[src/rtl/lbdr_input_fifo_if.sv]
// lbdr_input_fifo_if: upstream flit/credit and downstream pop/head-flit signals of one router input channel
interface lbdr_input_fifo_if #(
   parameter int DATA_WIDTH = 32
);
   logic                  valid_in;
   logic [DATA_WIDTH-1:0] data_in;
   logic                  rd_en;
   logic [DATA_WIDTH-1:0] data_out;
   logic [2:0]            flit_id;
   logic [3:0]            dst_addr;
   logic                  empty;
   logic                  full;
   logic                  credit_out;
   logic                  overflow_err;
   modport master (
      output valid_in, data_in, rd_en,
      input  data_out, flit_id, dst_addr, empty, full, credit_out, overflow_err
   );
   modport slave (
      input  valid_in, data_in, rd_en,
      output data_out, flit_id, dst_addr, empty, full, credit_out, overflow_err
   );
endinterface

[src/rtl/lbdr_input_fifo.sv]
// lbdr_input_fifo: credit-flow circular flit buffer with first-word-fall-through head feeding LBDR routing
module lbdr_input_fifo #(
   parameter int DATA_WIDTH = 32,
   parameter int DEPTH = 4,
   localparam int PTR_W = $clog2(DEPTH)
) (
   input logic clk,
   input logic rst,
   lbdr_input_fifo_if.slave fifo_if
);
   logic [DATA_WIDTH-1:0] mem_q [DEPTH];
   logic [PTR_W-1:0]      wr_ptr_q, rd_ptr_q;
   logic [PTR_W:0]        count_q, count_d;
   logic                  credit_q, overflow_q;
   logic                  empty, full, wr_acc, rd_acc;
   assign empty   = count_q == '0;
   assign full    = count_q == (PTR_W+1)'(DEPTH);
   assign wr_acc  = fifo_if.valid_in && !full;
   assign rd_acc  = fifo_if.rd_en && !empty;
   assign count_d = count_q + (PTR_W+1)'(wr_acc) - (PTR_W+1)'(rd_acc);
   // Popped entries are cleared so the head reads as zero whenever the buffer is empty
   always_ff @(posedge clk or posedge rst) begin
      if (rst) begin
         for (int i = 0; i < DEPTH; i++) mem_q[i] <= '0;
         wr_ptr_q   <= '0;
         rd_ptr_q   <= '0;
         count_q    <= '0;
         credit_q   <= 1'b0;
         overflow_q <= 1'b0;
      end else begin
         if (wr_acc) mem_q[wr_ptr_q] <= fifo_if.data_in;
         if (rd_acc) mem_q[rd_ptr_q] <= '0;
         wr_ptr_q   <= wr_acc ? wr_ptr_q + PTR_W'(1) : wr_ptr_q;
         rd_ptr_q   <= rd_acc ? rd_ptr_q + PTR_W'(1) : rd_ptr_q;
         count_q    <= count_d;
         credit_q   <= rd_acc;
         overflow_q <= overflow_q || (fifo_if.valid_in && full);
      end
   end
   assign fifo_if.data_out     = mem_q[rd_ptr_q];
   assign fifo_if.flit_id      = fifo_if.data_out[DATA_WIDTH-1:DATA_WIDTH-3];
   assign fifo_if.dst_addr     = fifo_if.data_out[3:0];
   assign fifo_if.empty        = empty;
   assign fifo_if.full         = full;
   assign fifo_if.credit_out   = credit_q;
   assign fifo_if.overflow_err = overflow_q;
endmodule
[src/flat_wrapper.sv]
// flat-port wrapper written by rule: the top's interface ports become plain ports
module lbdr_input_fifo_flat 
#(
   parameter int DATA_WIDTH = 32,
   parameter int DEPTH = 4,
   localparam int PTR_W = $clog2(DEPTH)
)
  (clk, rst, fifo_if_valid_in, fifo_if_data_in, fifo_if_rd_en, fifo_if_data_out, fifo_if_flit_id, fifo_if_dst_addr, fifo_if_empty, fifo_if_full, fifo_if_credit_out, fifo_if_overflow_err);
  lbdr_input_fifo_if #(.DATA_WIDTH(DATA_WIDTH)) fifo_if_i ();
  input logic clk;
  input logic rst;
  input wire logic [$bits(fifo_if_i.valid_in)-1:0] fifo_if_valid_in;
  input wire logic [$bits(fifo_if_i.data_in)-1:0] fifo_if_data_in;
  input wire logic [$bits(fifo_if_i.rd_en)-1:0] fifo_if_rd_en;
  output wire logic [$bits(fifo_if_i.data_out)-1:0] fifo_if_data_out;
  output wire logic [$bits(fifo_if_i.flit_id)-1:0] fifo_if_flit_id;
  output wire logic [$bits(fifo_if_i.dst_addr)-1:0] fifo_if_dst_addr;
  output wire logic [$bits(fifo_if_i.empty)-1:0] fifo_if_empty;
  output wire logic [$bits(fifo_if_i.full)-1:0] fifo_if_full;
  output wire logic [$bits(fifo_if_i.credit_out)-1:0] fifo_if_credit_out;
  output wire logic [$bits(fifo_if_i.overflow_err)-1:0] fifo_if_overflow_err;
  assign fifo_if_i.valid_in = fifo_if_valid_in;
  assign fifo_if_i.data_in = fifo_if_data_in;
  assign fifo_if_i.rd_en = fifo_if_rd_en;
  assign fifo_if_data_out = fifo_if_i.data_out;
  assign fifo_if_flit_id = fifo_if_i.flit_id;
  assign fifo_if_dst_addr = fifo_if_i.dst_addr;
  assign fifo_if_empty = fifo_if_i.empty;
  assign fifo_if_full = fifo_if_i.full;
  assign fifo_if_credit_out = fifo_if_i.credit_out;
  assign fifo_if_overflow_err = fifo_if_i.overflow_err;
  lbdr_input_fifo #(.DATA_WIDTH(DATA_WIDTH), .DEPTH(DEPTH)) u_core (.clk(clk), .rst(rst), .fifo_if(fifo_if_i));
endmodule
[config.mk]
export PLATFORM = sky130hd
export DESIGN_NAME = lbdr_input_fifo_flat
export DESIGN_NICKNAME = d
export VERILOG_FILES = /design/src/rtl/lbdr_input_fifo_if.sv /design/src/rtl/lbdr_input_fifo.sv /design/src/flat_wrapper.sv
export SDC_FILE = /design/constraint.sdc
export NUM_CORES = 1
export LEC_CHECK = 0
export CAP_MARGIN = 20
export CORE_UTILIZATION = 31
export CTS_CLUSTER_DIAMETER = 30
export DETAILED_ROUTE_END_ITERATION = 10
export PLACE_DENSITY = 0.51
export SKIP_CTS_REPAIR_TIMING = 1
export SLEW_MARGIN = 40
export SYNTH_ARGS = -nofsm -noshare
export SYNTH_HDL_FRONTEND = slang
export SYNTH_SLANG_ARGS = --single-unit
[constraint.sdc]
create_clock -name clk -period 6.3 [get_ports clk]
set_input_delay 1.26 -clock clk [delete_from_list [all_inputs] [get_ports clk]]
set_output_delay 1.26 -clock clk [all_outputs]
set_load 0.1 [all_outputs]
==> flow_metrics.env <==
export IMPL_run_status="finished clean"
export IMPL_diodes=0
export IMPL_path_clk_slew_ns=0.06
export IMPL_hold_start="u_core.fifo_if.overflow_err"
export IMPL_min_path_type="reg2reg"
export IMPL_async_reset_ff_share_pct=100
export IMPL_post_place_cells=1009
export IMPL_final_util_pct=36.4
export IMPL_grt_pass1_wl_um=36800
export IMPL_vias=6010
export IMPL_skew_ns=0.00896
export IMPL_coreArea_sq_um=23700
export IMPL_finalSetupViolCount=0
export IMPL_final_cells=1041
export IMPL_yosys_area_top_type_share_pct=45.4
export IMPL_synth_avg_cell_area_sq_um=10.8
export IMPL_timing_hold_violations_final=0
export IMPL_synth_compound_area_share_pct=22.0
export IMPL_startpoint="u_core.count_q[1]"
export IMPL_crit_path_cell_trace="or3b_4, inv_8, buf_2"
export IMPL_arrival_ns=2.82
export IMPL_drt_iter0_drc=471
export IMPL_synth_edff_count=0
export IMPL_die_width_um=158
export IMPL_cts_sinks=137
export IMPL_drc=0
export IMPL_grt_use_total_pct=19.7
export IMPL_yosysTopAreaCell="dfrtp_1"
export IMPL_syn_cell_area_sq_um=7550
export IMPL_synthMuxAreaShare_pct=9.70
export IMPL_overflow=0
export IMPL_antenna_left=0
export IMPL_finalMaxSlewViolations=0
export IMPL_ys_warnings_count=0
export IMPL_hpwl_um=12900
export IMPL_max_freq_ghz=0.245
export IMPL_htreeDepth=4
export IMPL_netlist_instances=698
export IMPL_cts_buffers=17
export IMPL_reg2reg_from="u_core.rd_ptr_q[1]"
export IMPL_cts_tree="yes"
export IMPL_synthTopCellsByArea="dfrtp_1 (45%), a21oi_2 (11%), nand4_1 (11%)"
export IMPL_synth_xor_area_share_pct=0.464
export IMPL_yosys_area_share_adder_pct=1.92
export IMPL_synth_simple_gate_area_share_pct=11.4
export IMPL_syn_to_final_growth_pct=14.4
export IMPL_die_h_um=158
export IMPL_grt_pass1_vias=6271
export IMPL_crit_path_start_kind="register"
export IMPL_holdWs_ns=0.454
export IMPL_synth_top_family_by_area="compound AO/OA/AOI/OAI gates"
export IMPL_worst_pin_slew_ns=0.787
export IMPL_worst_r2r_cell_count=5
export IMPL_routed_via_density=5.77
export IMPL_crit_slowest_cell="or3b_4"
export IMPL_holdPathStages=1
export IMPL_maxCapViolCount=0
export IMPL_synth_seq_cells=137
export IMPL_ys_flop_type="dfrtp_1"
export IMPL_hold_end="u_core.fifo_if.overflow_err"
export IMPL_worstSetupEndpointType="primary output"
export IMPL_place_congestion=0.730
export IMPL_drtPass1Iterations=5
export IMPL_max_clock_path_buffers=2
export IMPL_reg2reg_to="u_core.mem_q[32]"
export IMPL_finalCritPeriodShare_pct=64.8
export IMPL_clkLatencyLatePin_ns=0.42
export IMPL_crit_required_ns=5.04
export IMPL_ys_types=28
export IMPL_period_needed_ns=4.08
export IMPL_drt_total_wl_um=23400
export IMPL_mappedNetlistNets=745
export IMPL_finalNetCount=756
export IMPL_regToRegSetupSlack_ns=3.67
export IMPL_drive_above_1_share_pct=31.6
export IMPL_antenna_found_initial=1
export IMPL_grt_start_max_net_pins=131
export IMPL_maxSlewHeadroom_pct=47.4
export IMPL_cpPeakStageDelay_ns=0.69
export IMPL_dieArea_sq_um=25000
export IMPL_clockRootBuffer="clkbuf_16"
export IMPL_port_buffers=78
export IMPL_ys_seq_area_share_pct=45.4
export IMPL_ioPinCount=79
export IMPL_tns_ns=0
export IMPL_critPathKind="reg2out"
export IMPL_rsz0062_at_grt="false"
export IMPL_initial_core_util_pct=31.9
export IMPL_rows=56
export IMPL_cp_max_fo=130
export IMPL_wl_per_cell_um=22.5
-- state kept, by name (all words and copies together) (netlist names) --
signal / flops
u_core.mem_q: 128
u_core.count_q: 3
u_core.rd_ptr_q: 2
u_core.wr_ptr_q: 2
u_core.fifo_if.credit_out: 1
u_core.fifo_if.overflow_err: 1
-- cell usage after synthesis (7+ instances only) --
master / count
mux4_2: 32
dfrtp_1: 137
o21ai_1: 97
clkbuf_1: 43
ha_1: 10
a21oi_2: 94
o21ai_0: 31
buf_2: 29
inv_1: 10
buf_12: 11
buf_1: 9
buf_4: 7
nand4_1: 128
a21oi_1: 34
-- worst max-delay path by stage --
stage | to | slack, ns | depth (start not counted)
6_report | fifo_if_full | 2.22 | 3
4_1_cts | fifo_if_full | 2.24 | 3
3_3_place_gp | fifo_if_full | 1.86 | 3
3_5_place_dp | fifo_if_full | 2.70 | 3
2_1_floorplan | u_core.count_q[0] | 1.37 | 1
5_1_grt | fifo_if_full | 2.13 | 3
-- worst max-delay path: cells and delay by family (launching register included) --
family / cells / cell delay [ns]
buffers and inverters: 2 / 1.20
flip-flops: 1 / 0.43
AND/OR/NAND/NOR: 1 / 0.69
-- cell families (layout without fill, tap and decap cells) --
| group | Yosys count | in the layout |
|---|---|---|
| AO/OA/AOI/OAI | 259 | 259 |
| XOR/XNOR | 4 | 4 |
| adder cells (fa/ha/maj) | 11 | 11 |
| buffers and inverters | 114 | 138 |
| flip-flops | 137 | 137 |
| multiplexers | 33 | 33 |
| AND/OR/NAND/NOR | 140 | 140 |
-- per-stage QoR --
step                      setup slack [ns]  area (sq um)
after floorplan                       1.37          7550
after global placement                1.86          8230
after detailed placement              2.70          8020
after CTS                             2.24          8630
after global routing                  2.13          8630
final                                 2.22          8630
-- routing by layer --
metal | wire [um] | part of all wire [%] | global-route usage (%)
met1 | 10100 | 43 | 25.4
met2 | 11600 | 49 | 32.7
met3 | 1320 | 5.6 | 3.81
met4 | 414 | 1.8 | 7.23
met5 | 9 | 0.038 | 0
-- area by class of cell --
type | count | area [sq um]
well taps | 319 | 399
multi-input cells | 447 | 3450
inverters | 11 | 51.3
clock inverters | 13 | 169
repair buffers | 95 | 691
clock buffers | 19 | 443
flip-flops and latches | 137 | 3430
fillers | 2424 | 15100
-- cell usage in the layout (no fill, tap or decap), types with 2 or more instances in the layout --
cell type and instances:
clkdlybuf4s50_1 34, nand4_1 128, xnor2_1 3, buf_2 43, clkinv_2 2, bufinv_16 3
a21oi_2 94, nand2_1 5, inv_1 9, and2_2 3, clkbuf_16 17, ha_1 10
clkinv_4 4, o21ai_1 97, inv_6 3, buf_4 18, dfrtp_1 136, mux4_2 32
o21ai_0 31, a21oi_1 34
Power is left out: the tool's default activity adds up to more than one toggle a clock period on the data nets, which glitch-free logic cannot reach.
